File: src/rtl/tc_product_round_sat.sv
// tc_product_round_sat: adds product and offset, rounds half-up, shifts and saturates, through a 2-stage valid/ready pipeline
module tc_product_round_sat #(
  parameter int IN_W  = 31,
  parameter int OFF_W = 31,
  parameter int SHIFT = 14,
  parameter int OUT_W = 14,
  parameter int TAG_W = 7
) (
  input  logic             ap_clk,
  input  logic             ap_rst,
  input  logic             in_valid,
  output logic             in_ready,
  input  logic [IN_W-1:0]  in_prod,
  input  logic [OFF_W-1:0] in_off,
  input  logic [TAG_W-1:0] in_tag,
  output logic             out_valid,
  input  logic             out_ready,
  output logic [OUT_W-1:0] out_data,
  output logic             out_ovf,
  output logic [TAG_W-1:0] out_tag,
  output logic [15:0]      ovf_count
);
  localparam int W  = (IN_W > OFF_W ? IN_W : OFF_W) + 1;
  localparam int SW = W + 1;
  localparam logic signed [SW-1:0] C_RND = SW'(longint'(1) <<< (SHIFT - 1));
  localparam logic signed [SW-1:0] C_MAX = SW'((longint'(1) <<< (OUT_W - 1)) - 1);
  localparam logic signed [SW-1:0] C_MIN = SW'(-(longint'(1) <<< (OUT_W - 1)));

  logic                    r_v1, r_v2, r_ovf;
  logic signed [SW-1:0]    r_sum;
  logic [TAG_W-1:0]        r_tag1, r_tag2;
  logic [OUT_W-1:0]        r_data;
  logic [15:0]             r_cnt;
  logic                    w_s1_ld, w_s2_ld, w_sat_hi, w_sat_lo;
  logic signed [SW-1:0]    w_sum, w_q;
  logic [OUT_W-1:0]        w_data;

  // Extra headroom bit keeps the rounded sum from ever wrapping.
  assign w_sum    = {{(SW-IN_W){in_prod[IN_W-1]}}, in_prod}
                  + {{(SW-OFF_W){in_off[OFF_W-1]}}, in_off} + C_RND;
  assign w_q      = r_sum >>> SHIFT;
  assign w_sat_hi = w_q > C_MAX;
  assign w_sat_lo = w_q < C_MIN;
  assign w_data   = w_sat_hi ? C_MAX[OUT_W-1:0] : w_sat_lo ? C_MIN[OUT_W-1:0] : w_q[OUT_W-1:0];
  assign w_s2_ld  = !r_v2 || out_ready;
  assign w_s1_ld  = !r_v1 || w_s2_ld;
  assign in_ready  = w_s1_ld;
  assign out_valid = r_v2;
  assign out_data  = r_data;
  assign out_ovf   = r_ovf;
  assign out_tag   = r_tag2;
  assign ovf_count = r_cnt;

  // Stage 1: capture the rounded sum and tag whenever the stage is free to advance
  always_ff @(posedge ap_clk or posedge ap_rst) begin
    if (ap_rst) begin
      r_v1   <= 1'b0;
      r_sum  <= '0;
      r_tag1 <= '0;
    end else if (w_s1_ld) begin
      r_v1   <= in_valid;
      r_sum  <= w_sum;
      r_tag1 <= in_tag;
    end
  end

  // Stage 2: shift, saturate and hold the result until downstream accepts it
  always_ff @(posedge ap_clk or posedge ap_rst) begin
    if (ap_rst) begin
      r_v2   <= 1'b0;
      r_data <= '0;
      r_ovf  <= 1'b0;
      r_tag2 <= '0;
    end else if (w_s2_ld) begin
      r_v2   <= r_v1;
      r_data <= w_data;
      r_ovf  <= w_sat_hi || w_sat_lo;
      r_tag2 <= r_tag1;
    end
  end

  // Count delivered overflow beats, sticking at the maximum
  always_ff @(posedge ap_clk or posedge ap_rst) begin
    if (ap_rst) r_cnt <= '0;
    else if (r_v2 && out_ready && r_ovf && r_cnt != 16'hFFFF) r_cnt <= r_cnt + 16'd1;
  end
endmodule

File: config.mk
export PLATFORM = sky130hd
export DESIGN_NAME = tc_product_round_sat
export DESIGN_NICKNAME = d
export VERILOG_FILES = /design/src/rtl/tc_product_round_sat.sv
export SDC_FILE = /design/constraint.sdc
export NUM_CORES = 1
export LEC_CHECK = 0
export ABC_AREA = 1
export ABC_CLOCK_PERIOD_IN_PS = 5600
export CORE_UTILIZATION = 55
export DETAILED_ROUTE_END_ITERATION = 10
export PLACE_DENSITY = 0.86
export SLEW_MARGIN = 10
export SYNTH_ARGS = -nofsm -noshare
export SYNTH_HDL_FRONTEND = slang
export SYNTH_SLANG_ARGS = --single-unit
File: constraint.sdc
create_clock -name ap_clk -period 5.6 [get_ports ap_clk]
set_input_delay 1.68 -clock ap_clk [delete_from_list [all_inputs] [get_ports ap_clk]]
set_output_delay 1.68 -clock ap_clk [all_outputs]
set_load 0.005 [all_outputs]
Yosys cells after proc, flatten, opt, wreduce, memory -nomap -nowiden
Index checks and enable logic that the tools add are counted.
W data, S select, Z words.
{"block": "word_totals", "regBits": 80, "input_bits": 73, "out_inout_bits": 40, "wordCells": 24}
{"block": "classes", "add_sub_neg": 3, "n_lt_le_gt_ge": 2, "n_eq_ne": 1, "n_mux": 2, "reduce_logical": 8}
{"cell": "$add A32 B15 Y33 const B", "count": 1}
{"cell": "$add A31 B31 Y32", "count": 1}
{"cell": "$mux W14", "count": 2}
{"cell": "$gt A19 B14 Y1 const B", "count": 1}
{"cell": "$lt A19 B14 Y1 const B", "count": 1}
{"cell": "$add A16 B1 Y16 const B", "count": 1}
{"cell": "$ne A16 B16 Y1 const B", "count": 1}
{"cell": "$logic_and A1 B1 Y1", "count": 3}
{"cell": "$logic_or A1 B1 Y1", "count": 3}
{"cell": "$logic_not A1 Y1", "count": 2}

Longest topological paths before layout
Gate-level depths: netlist (run 1).
{"block": "depth", "ltp_word": 3, "mapped_depth": 15, "depth_no_buf": 15}

Worst setup path after synthesis (run 1)
No wires, ideal clock.
{"block": "synth_timing", "kind": "input to output", "start": "in out_ready", "end": "out in_ready", "arrival_ns": 2.354, "required_ns": 3.920, "setup_slack_ns": 1.566, "path_stages": 5, "n_path_buf": 1, "cell_sequence": "nor2_4 inv_2 nor2_2 inv_1 clkbuf_1"}
{"block": "synth_via", "elab_chain_len": 2}
{"item": "start: declaration", "line": "17", "text": "input logic out_ready,"}
{"item": "$logic_or A1 B1 Y1", "line": "45", "text": "assign w_s2_ld = !r_v2 || out_ready;"}
{"item": "$logic_or A1 B1 Y1", "line": "46", "text": "assign w_s1_ld = !r_v1 || w_s2_ld;"}
{"item": "end: declaration", "line": "12", "text": "output logic in_ready,"}
Every way passes these cells.

Final worst setup path (run 1)
Same ends and word-level chain as after synthesis.

==> flow_metrics.env, run 1 <==
export IMPL_worst_endpoint_required_ns=3.92
export IMPL_fp_dieW_um=100
export IMPL_synth_most_common_cell="sky130_fd_sc_hd__nand2_1"
export IMPL_gp_congestion=0.906
export IMPL_placementRows=35
export IMPL_multiInputGateArea_sq_mm=0.00309
export IMPL_critical_path_peak_fanout=19
export IMPL_buffer_ports_inserted=112
export IMPL_power_ir_vdd_worst_mv=0.127
export IMPL_layout_drive_gt1_share=0.0371
export IMPL_synth_largest_area_cell="sky130_fd_sc_hd__dfrtp_1"
export IMPL_vias_in_the_first_global_route=5095
export IMPL_detail_route_drc_violations=0
export IMPL_clkSlewWorstSetupHoldPaths_ns=0.07
export IMPL_cts_root_buffer_cell="sky130_fd_sc_hd__clkbuf_8"
export IMPL_synth_async_reset_ratio=1.00
export IMPL_grt_ovfl_total=0
export IMPL_power_w=0.00176
export IMPL_combinationalPowerShare=0.379
export IMPL_timing_fmax_mhz=195
export IMPL_cts_hold_buffers_added=0
export IMPL_relative_contribution_of_sequential_cells_to_total_power=0.374
export IMPL_finalCritPeriodShare=0.914
export IMPL_timing_hold_worst_class="flop to flop"
export IMPL_grt_antenna_before_repair=0
export IMPL_grt_setup_unrepaired="false"
export IMPL_dpl_cell_area_sq_mm=0.00655
export IMPL_wirelength_mm=13.4
export IMPL_part_of_the_yosys_area_used_for_sequential_elements=0.313
export IMPL_timing_final_crit_period_ns=5.12
export IMPL_critPathCaptureType="primary output"
export IMPL_synth_area_per_cell_sq_um=6.66
export IMPL_max_clock_path_buffers=2
export IMPL_core_area_sq_mm=0.00928
export IMPL_nNetsFinal=1045
export IMPL_detailedPlace_worstSlack_ns=0.509
export IMPL_detailedPlacementHpwl_mm=10.8
export IMPL_ys_seq_elements=66
export IMPL_post_synth_main_area_contributors="sky130_fd_sc_hd__dfrtp_1, sky130_fd_sc_hd__nand2_1, sky130_fd_sc_hd__ha_1"
export IMPL_hold_viol_final=0
export IMPL_drt_pre_antenna_iters=5
export IMPL_synthCells=793
export IMPL_start_util=0.568
export IMPL_status="complete, no violations"
export IMPL_netSwitchingPower_w=0.000615
export IMPL_postSynth_topFlopCell="sky130_fd_sc_hd__dfrtp_1"
export IMPL_timing_max_slew_rel_slack=0.290
export IMPL_cts_tree="built"
export IMPL_clkSinkCount=66
export IMPL_p_clk_frac=0.247
export IMPL_layout_area_seq_sq_mm=0.00165
export IMPL_setup_violations_final=0
export IMPL_routed_via_count=5398
export IMPL_height_of_the_chip_um=100
export IMPL_h_tree_depth=3
export IMPL_synth_enable_flop_cells=0
export IMPL_post_route_worst_setup_slack_ns=0.483
export IMPL_power_switching_fraction=0.350
export IMPL_power_density_cells_mw_per_mm2=260
export IMPL_static_leakage_power_nw=3.60
export IMPL_globalRouteTotalUtil=0.280
export IMPL_area_growth_syn_to_layout_pct=28.3
export IMPL_worst_setup_path_start_kind="input pin"
export IMPL_layout_cell_area_non_filler_sq_mm=0.00677
export IMPL_route_detailed_vias_per_inst=5.17
export IMPL_worst_slew_pin_slew_ns=1.07
export IMPL_postCtsSetupRepairBufs=0
export IMPL_die_area_sq_mm=0.00999
export IMPL_internal_power_w=0.00114
export IMPL_synth_top_cells_by_count="sky130_fd_sc_hd__nand2_1, sky130_fd_sc_hd__inv_1, sky130_fd_sc_hd__nor2_1"
export IMPL_synth_warning_count=0
export IMPL_detailedRoute_firstIterationViolations=309
export IMPL_maximum_number_of_pins_on_one_net_before_global_route_repair=36
export IMPL_proportion_of_netlist_area_held_by_the_largest_area_contributor=0.313
export IMPL_n_fill_cell=779
export IMPL_path_class="input pin to primary output"
export IMPL_cp_arrival_ns=3.44
export IMPL_antenna_violating_nets_post_route=0
export IMPL_number_of_buffers_added_by_the_clock_tree_synthesis_step=9
export IMPL_n_antenna_cell=0
export IMPL_final_max_slew_violation_count=0
export IMPL_total_of_cells_resized_after_clock_tree_synthesis=0
export IMPL_maxCapViolations=0
export IMPL_synth_lib_cells_used_distinct=29
export IMPL_cell_area_synth_sq_mm=0.00528
export IMPL_worst_skew_ns=0.0111
export IMPL_grt_first_pass_wirelength_mm=22.3
export IMPL_ioPinCount=113
export IMPL_synthesis_nets=927
export IMPL_route_detailed_wl_per_inst_um=12.8
export IMPL_insertion_delay_of_the_later_clocked_pin_in_the_worst_skew_pair_ns=0.34
export IMPL_setup_tns_final_ns=0
[registers in the layout, indices dropped and copies added, names as in the netlist]
name,cells
out_valid,1
ovf_count,16
out_tag,7
r_sum,19
out_ovf,1
r_v1,1
out_data,14
r_tag1,7
[per-layer routing]
layer,track usage,vias to the layer above,part of all wire
li1,-,2717,-
met4,0.0860,0,0.019
met3,0.0404,27,0.047
met1,0.356,2469,0.45
met5,0,-,0
met2,0.493,185,0.49
[worst max-delay path, cell delays in order]
cell and delay (ns):
sky130_fd_sc_hd__clkdlybuf4s50_1 0.49, sky130_fd_sc_hd__nor2_4 0.36, sky130_fd_sc_hd__inv_2 0.21, sky130_fd_sc_hd__nor2_2 0.14
sky130_fd_sc_hd__inv_1 0.10, sky130_fd_sc_hd__clkdlybuf4s50_1 0.45
[cell families (layout without fill, tap and decap cells)]
family / after synthesis / count (layout) / share of synthesized area
xor gates and xnor gates: 17 / 17 / 0.0282
DFF: 66 / 66 / 0.313
and+or+nand+nor: 435 / 435 / 0.339
buffers and inverters: 140 / 263 / 0.101
AOI/OAI and AO/OA: 74 / 74 / 0.0744
adders and majority gates: 61 / 61 / 0.145
[power by group through the flow]
stage	sequential (W)	combinational, W	clock (W)
floorplan	0.000652	0.000374	0
global placement	0.000656	0.000640	0
detailed placement	0.000664	0.000657	0
CTS	0.000656	0.000664	0.000441
global route	0.000667	0.000750	0.000464
finish	0.000656	0.000666	0.000434
[cell type report]
cell class	count	share of cell area
timing repair buffer	116	0.170
sequential	66	0.244
clock buffer	10	0.0189
clock inverter	6	0.0133
inverter	131	0.0730
tap	129	0.0238
multi-input combinational	587	0.457
[metrics by stage]
step            util  hold slack (ns)  cells
6_report       0.729            0.471   1045
5_1_grt        0.729            0.489   1045
4_1_cts        0.729            0.473   1045
3_5_place_dp   0.706            0.457   1029
3_3_place_gp   0.706            0.445   1029
2_1_floorplan      -            0.433    793
[layout by cell type (no fill, tap or decap), types with 9 or more instances in the layout]
master	count
sky130_fd_sc_hd__a21oi_1	38
sky130_fd_sc_hd__clkbuf_8	9
sky130_fd_sc_hd__clkdlybuf4s50_1	112
sky130_fd_sc_hd__dfrtp_1	66
sky130_fd_sc_hd__ha_1	61
sky130_fd_sc_hd__inv_1	128
sky130_fd_sc_hd__nand2_1	284
sky130_fd_sc_hd__nand3_1	45
sky130_fd_sc_hd__nor2_1	74
sky130_fd_sc_hd__nor3_1	10
sky130_fd_sc_hd__o21ai_0	25
sky130_fd_sc_hd__xnor2_1	11
[final timing paths]
check                                       from                  endpoint  slack, ns  cells past startpoint
setup / recovery                       out_ready                  in_ready       0.48                      6
hold / removal                  r_v1$_DFFE_PP0P_     out_valid$_DFFE_PP0P_       0.47                      2
setup reg to reg           out_valid$_DFFE_PP0P_     r_sum[18]$_DFFE_PP0P_       3.75                      8
hold reg to reg                 r_v1$_DFFE_PP0P_     out_valid$_DFFE_PP0P_       0.47                      2
max in group asynchronous                 ap_rst     r_sum[25]$_DFFE_PP0P_       2.94                      3
min in group asynchronous                 ap_rst  ovf_count[2]$_DFFE_PP0P_       1.76                      2
No activity file was read; power rests on OpenSTA's default activity.
==> run 2, diff against run 1 <==
--- a/config.mk
+++ b/config.mk
@@ -7,9 +7,10 @@
 export LEC_CHECK = 0
 export ABC_AREA = 1
 export ABC_CLOCK_PERIOD_IN_PS = 5600
-export CORE_UTILIZATION = 55
+export CORE_UTILIZATION = 56
+export CTS_CLUSTER_SIZE = 10
 export DETAILED_ROUTE_END_ITERATION = 10
-export PLACE_DENSITY = 0.86
+export PLACE_DENSITY = 0.88
 export SLEW_MARGIN = 10
 export SYNTH_ARGS = -nofsm -noshare
 export SYNTH_HDL_FRONTEND = slang
==> run 2 against run 1 <==
Compared with the run above: fmax is 0.16% lower; highest routed layer unchanged; clock power is 2% higher; sequential cell count stayed put.
==> flow_metrics.env, run 2 (same netlist as run 1, synthesis figures left out) <==
export IMPL_fp_dieW_um=99.1
export IMPL_maximum_number_of_pins_on_one_net_before_global_route_repair=35
export IMPL_gp_congestion=0.951
export IMPL_n_antenna_cell=0
export IMPL_worst_setup_path_start_kind="input pin"
export IMPL_buffer_ports_inserted=112
export IMPL_largest_register="r_sum"
export IMPL_cp_slowest_stage_delay_ns=0.48
export IMPL_grt_first_pass_wirelength_mm=21.2
export IMPL_detailedPlacementHpwl_mm=9.77
export IMPL_timing_max_slew_rel_slack=0.313
export IMPL_cts_root_buffer_cell="sky130_fd_sc_hd__clkbuf_8"
export IMPL_route_detailed_wl_per_inst_um=11.8
export IMPL_setup_tns_final_ns=0
export IMPL_topRoutingLayerUsed="met4"
export IMPL_m1_wire_length_mm=5.49
export IMPL_met2_wirelength_mm=5.78
export IMPL_netSwitchingPower_w=0.000603
export IMPL_total_of_cells_resized_after_clock_tree_synthesis=0
export IMPL_timing_fmax_mhz=195
export IMPL_critical_path_peak_fanout=19
export IMPL_insertion_delay_of_the_later_clocked_pin_in_the_worst_skew_pair_ns=0.34
export IMPL_ioPinCount=113
export IMPL_hold_viol_final=0
export IMPL_wirelength_mm=12.1
export IMPL_timing_final_crit_period_ns=5.13
export IMPL_layout_drive_gt1_share=0.0382
export IMPL_met3_routed_length_um=607
export IMPL_area_growth_syn_to_layout_pct=28.0
export IMPL_postCtsSetupRepairBufs=0
export IMPL_finalCritPeriodShare=0.915
export IMPL_timing_hold_worst_class="flop to flop"
export IMPL_path_class="input pin to primary output"
export IMPL_worst_skew_ns=0.00971
export IMPL_largest_register_ff_count=19
export IMPL_detail_route_drc_violations=0
export IMPL_worst_path_buf_inv=4
export IMPL_power_ir_vdd_worst_mv=0.133
export IMPL_grt_antenna_before_repair=0
export IMPL_path_cells="clkdlybuf4s50_1 -> nor2_4 -> inv_2 -> nor2_2 -> inv_1 -> clkdlybuf4s50_1"
export IMPL_cpLargestDelayFamily="buffers and inverters"
export IMPL_globalRouteTotalUtil=0.264
export IMPL_power_density_cells_mw_per_mm2=260
export IMPL_grt_setup_unrepaired="false"
export IMPL_routed_via_count=5285
export IMPL_worst_endpoint_required_ns=3.92
export IMPL_clkSlewWorstSetupHoldPaths_ns=0.07
export IMPL_critPathCaptureType="primary output"
export IMPL_detailedRoute_firstIterationViolations=220
export IMPL_grt_ovfl_total=0
export IMPL_maxCapViolations=0
export IMPL_number_of_buffers_added_by_the_clock_tree_synthesis_step=9
export IMPL_core_area_sq_mm=0.00920
export IMPL_drt_pre_antenna_iters=5
export IMPL_n_fill_cell=722
export IMPL_final_max_slew_violation_count=0
export IMPL_post_route_worst_setup_slack_ns=0.474
export IMPL_internal_power_w=0.00115
export IMPL_worst_slew_pin_slew_ns=1.03
export IMPL_nNetsFinal=1045
export IMPL_commonest_non_fill_non_tap_cells_in_the_layout="sky130_fd_sc_hd__nand2_1, sky130_fd_sc_hd__inv_1, sky130_fd_sc_hd__clkdlybuf4s50_1"
export IMPL_relative_contribution_of_sequential_cells_to_total_power=0.374
export IMPL_final_common_cell="sky130_fd_sc_hd__nand2_1"
export IMPL_p_clk_frac=0.253
export IMPL_max_clock_path_buffers=2
export IMPL_power_switching_fraction=0.343
export IMPL_h_tree_depth=3
export IMPL_status="complete, no violations"
export IMPL_static_leakage_power_nw=3.60
export IMPL_register_to_register_setup_slack_ns=3.72
export IMPL_cts_hold_buffers_added=0
export IMPL_cts_tree="built"
export IMPL_antenna_violating_nets_post_route=0
export IMPL_clkSinkCount=66
export IMPL_die_area_sq_mm=0.00982
export IMPL_cp_arrival_ns=3.45
export IMPL_worst_path_max_delay_cell="sky130_fd_sc_hd__clkdlybuf4s50_1"
export IMPL_critical_path_top_cell_by_count="sky130_fd_sc_hd__clkdlybuf4s50_1"
export IMPL_setup_violations_final=0
export IMPL_route_detailed_vias_per_inst=5.15
export IMPL_placementRows=35
export IMPL_detailedPlace_worstSlack_ns=0.488
export IMPL_vias_in_the_first_global_route=4985
export IMPL_start_util=0.574
export IMPL_combinationalPowerShare=0.372
export IMPL_height_of_the_chip_um=99.1
-- run 2: cell count changes in the layout (fill, tap and decap cells not counted) --
cell                         previous run  this run
sky130_fd_sc_hd__clkbuf_8               9        10
sky130_fd_sc_hd__clkinv_4               1         0
sky130_fd_sc_hd__clkinvlp_4             1         2
sky130_fd_sc_hd__clkbuf_1               1         0
-- run 2: routing by layer --
| metal | global-route usage | vias up |
|---|---|---|
| met5 | 0 | - |
| met4 | 0.0814 | 0 |
| met3 | 0.0270 | 21 |
| met2 | 0.462 | 169 |
| met1 | 0.346 | 2376 |
| li1 | - | 2719 |
-- run 2: metrics by stage --
stage	hold WS, ns	util	power [W]	std cells	cell area (sq um)
after detailed placement	0.452	0.710	0.00131	1011	6530
final	0.487	0.735	0.00176	1027	6760
after floorplan	0.433	-	0.00103	793	5280
after global routing	0.503	0.735	0.00188	1027	6760
after CTS	0.485	0.735	0.00176	1027	6760
after global placement	0.437	0.710	0.00129	1011	6530
-- run 2: worst paths after layout --
check / cells after the start / from / endpoint
setup reg to reg: 8 / out_valid$_DFFE_PP0P_ / r_sum[26]$_DFFE_PP0P_
hold reg to reg: 2 / r_v1$_DFFE_PP0P_ / out_valid$_DFFE_PP0P_
max in group asynchronous: 3 / ap_rst / ovf_count[14]$_DFFE_PP0P_
setup / recovery: 6 / out_ready / in_ready
hold / removal: 2 / r_v1$_DFFE_PP0P_ / out_valid$_DFFE_PP0P_
min in group asynchronous: 2 / ap_rst / r_tag1[4]$_DFFE_PP0P_
-- run 2: layout make-up --
type	count	area, sq um	share of cell area
repair buffers	116	1150	0.170
clock inverters	6	88.8	0.0132
inverters	131	494	0.0732
flip-flops and latches	66	1650	0.244
clock buffers	10	138	0.0204
well taps	111	139	0.0206
multi-input cells	587	3090	0.458
-- run 2: power groups by stage --
stage,registers [W],clock network (W),logic (W)
3_5_place_dp,0.000664,0,0.000646
6_report,0.000657,0.000444,0.000654
3_3_place_gp,0.000658,0,0.000631
5_1_grt,0.000668,0.000471,0.000739
4_1_cts,0.000656,0.000449,0.000652
2_1_floorplan,0.000652,0,0.000374
-- run 2: worst min-delay path, delay by kind of cell, from the launching register on --
family / cells / cell delay, ns
buffers and inverters: 1 / 0.06
AND/OR/NAND/NOR: 1 / 0.06
flip-flops: 1 / 0.33
==> run 3, diff against run 2 <==
--- a/config.mk
+++ b/config.mk
@@ -10,7 +10,7 @@
 export CORE_UTILIZATION = 56
 export CTS_CLUSTER_SIZE = 10
 export DETAILED_ROUTE_END_ITERATION = 10
-export PLACE_DENSITY = 0.88
+export PLACE_DENSITY = 0.87
 export SLEW_MARGIN = 10
 export SYNTH_ARGS = -nofsm -noshare
 export SYNTH_HDL_FRONTEND = slang
==> run 3 against run 2 <==
Compared with the run above: die area did not move; clock-buffer cell count unchanged; combinational power increased by 3.1%; first-iteration DRC count grew 35%; non-clock buffer count is the same; clock power decreased by 8.8%; largest cell class unchanged; highest routed layer unchanged.
==> flow_metrics.env, run 3 (same netlist as run 1, synthesis figures left out) <==
export IMPL_area_growth_syn_to_layout_pct=27.5
export IMPL_postCtsSetupRepairBufs=0
export IMPL_setup_worst_path_end="in_ready"
export IMPL_static_leakage_power_nw=3.60
export IMPL_cts_hold_buffers_added=0
export IMPL_multiInputGateArea_sq_mm=0.00309
export IMPL_startpoint_of_the_most_critical_setup_path="out_ready"
export IMPL_power_density_cells_mw_per_mm2=258
export IMPL_worst_skew_ns=0.0111
export IMPL_worst_slew_pin_slew_ns=1.09
export IMPL_critPathCaptureType="primary output"
export IMPL_cts_root_buffer_cell="sky130_fd_sc_hd__clkbuf_8"
export IMPL_route_detailed_wl_per_inst_um=13.1
export IMPL_grt_antenna_before_repair=0
export IMPL_die_area_sq_mm=0.00982
export IMPL_start_util=0.574
export IMPL_core_area_sq_mm=0.00920
export IMPL_grt_setup_unrepaired="false"
export IMPL_max_clock_path_buffers=2
export IMPL_timing_hold_worst_class="flop to flop"
export IMPL_n_fill_cell=736
export IMPL_register_to_register_setup_slack_ns=3.71
export IMPL_worst_setup_path_start_kind="input pin"
export IMPL_antenna_violating_nets_post_route=0
export IMPL_number_of_buffers_added_by_the_clock_tree_synthesis_step=9
export IMPL_largest_register_ff_count=19
export IMPL_worst_endpoint_required_ns=3.92
export IMPL_worst_r2r_path_depth=8
export IMPL_hold_viol_final=0
export IMPL_buffer_ports_inserted=112
export IMPL_detail_route_drc_violations=0
export IMPL_h_tree_depth=3
export IMPL_clkSlewWorstSetupHoldPaths_ns=0.07
export IMPL_nNetsFinal=1045
export IMPL_cts_tree="built"
export IMPL_detailedPlacementHpwl_mm=11.1
export IMPL_route_detailed_vias_per_inst=5.25
export IMPL_timing_fmax_mhz=196
export IMPL_cp_arrival_ns=3.42
export IMPL_finalCritPeriodShare=0.911
export IMPL_r2r_end="r_sum[26]$_DFFE_PP0P_"
export IMPL_wirelength_mm=13.5
export IMPL_clkSinkCount=66
export IMPL_layout_drive_gt1_share=0.0382
export IMPL_final_common_cell="sky130_fd_sc_hd__nand2_1"
export IMPL_drt_pre_antenna_iters=5
export IMPL_grt_first_pass_wirelength_mm=22.7
export IMPL_maxCapViolations=0
export IMPL_timing_final_crit_period_ns=5.10
export IMPL_layout_area_seq_sq_mm=0.00165
export IMPL_insertion_delay_of_the_later_clocked_pin_in_the_worst_skew_pair_ns=0.34
export IMPL_maximum_number_of_pins_on_one_net_before_global_route_repair=36
export IMPL_total_of_cells_resized_after_clock_tree_synthesis=0
export IMPL_status="complete, no violations"
export IMPL_vias_in_the_first_global_route=5171
export IMPL_setup_violations_final=0
export IMPL_power_ir_vdd_worst_mv=0.137
export IMPL_grt_ovfl_total=0
export IMPL_final_max_slew_violation_count=0
export IMPL_commonest_non_fill_non_tap_cells_in_the_layout="sky130_fd_sc_hd__nand2_1, sky130_fd_sc_hd__inv_1, sky130_fd_sc_hd__clkdlybuf4s50_1"
export IMPL_globalRouteTotalUtil=0.290
export IMPL_path_class="input pin to primary output"
export IMPL_critical_path_peak_fanout=19
export IMPL_routed_via_count=5389
export IMPL_height_of_the_chip_um=99.1
export IMPL_ioPinCount=113
export IMPL_fp_dieW_um=99.1
export IMPL_n_antenna_cell=0
export IMPL_largest_register="r_sum"
export IMPL_timing_max_slew_rel_slack=0.270
export IMPL_placementRows=35
export IMPL_r2r_start="out_valid$_DFFE_PP0P_"
export IMPL_fin_hold_ws_ns=0.479
export IMPL_detailedRoute_firstIterationViolations=296
export IMPL_setup_tns_final_ns=0
export IMPL_gp_congestion=0.906
run 3: changes by cell type in the layout (fill, tap and decap cells not counted), sizes merged:
cell	delta
clkinvlp	-1
bufinv	-1
clkinv	+2
run 3: cell type report:
type                       count  share of cell area
sequential                    66               0.245
clock inverter                 6             0.00967
multi-input combinational    587               0.459
inverter                     131              0.0734
timing repair buffer         116               0.171
clock buffer                  10              0.0204
tap                          111              0.0206
run 3: per-layer routing:
layer	wire length, um	track usage	part of all wire
met4	142	0.0848	0.011
met1	5850	0.360	0.43
met5	0	0	0
met3	660	0.0333	0.049
met2	6810	0.528	0.51
run 3: worst min-delay path by stage:
stage	slack [ns]	end	cells past startpoint	start
after global placement	0.44	out_valid$_DFFE_PP0P_	2	r_v1$_DFFE_PP0P_
after detailed placement	0.47	r_sum[26]$_DFFE_PP0P_	2	r_sum[26]$_DFFE_PP0P_
after CTS	0.48	r_sum[19]$_DFFE_PP0P_	2	r_sum[19]$_DFFE_PP0P_
final	0.48	r_sum[22]$_DFFE_PP0P_	2	r_sum[22]$_DFFE_PP0P_
after floorplan	0.43	out_valid$_DFFE_PP0P_	2	r_v1$_DFFE_PP0P_
after global routing	0.51	out_valid$_DFFE_PP0P_	2	r_v1$_DFFE_PP0P_
run 3: power breakdown:
group          internal (W)  leakage, nW  total (W)  switching (W)
combinational      0.000312         2.70   0.000674       0.000361
clock              0.000218        0.103   0.000405       0.000187
sequential         0.000578        0.793   0.000656      0.0000782
total               0.00111         3.60    0.00173       0.000626
run 3: through the flow:
step / instance area [sq um] / std cells / setup slack, ns / util / total power [W]
after floorplan: 5280 / 793 / 1.57 / - / 0.00103
after global placement: 6530 / 1011 / 0.524 / 0.710 / 0.00130
after detailed placement: 6530 / 1011 / 0.517 / 0.710 / 0.00133
after CTS: 6730 / 1027 / 0.494 / 0.732 / 0.00174
after global routing: 6730 / 1027 / 0.369 / 0.732 / 0.00186
final: 6730 / 1027 / 0.499 / 0.732 / 0.00173
run 3: worst max-delay path: stages:
cell                              delay [ns]
sky130_fd_sc_hd__clkdlybuf4s50_1        0.48
sky130_fd_sc_hd__nor2_4                 0.36
sky130_fd_sc_hd__inv_2                  0.21
sky130_fd_sc_hd__nor2_2                 0.14
sky130_fd_sc_hd__inv_1                  0.10
sky130_fd_sc_hd__clkdlybuf4s50_1        0.45
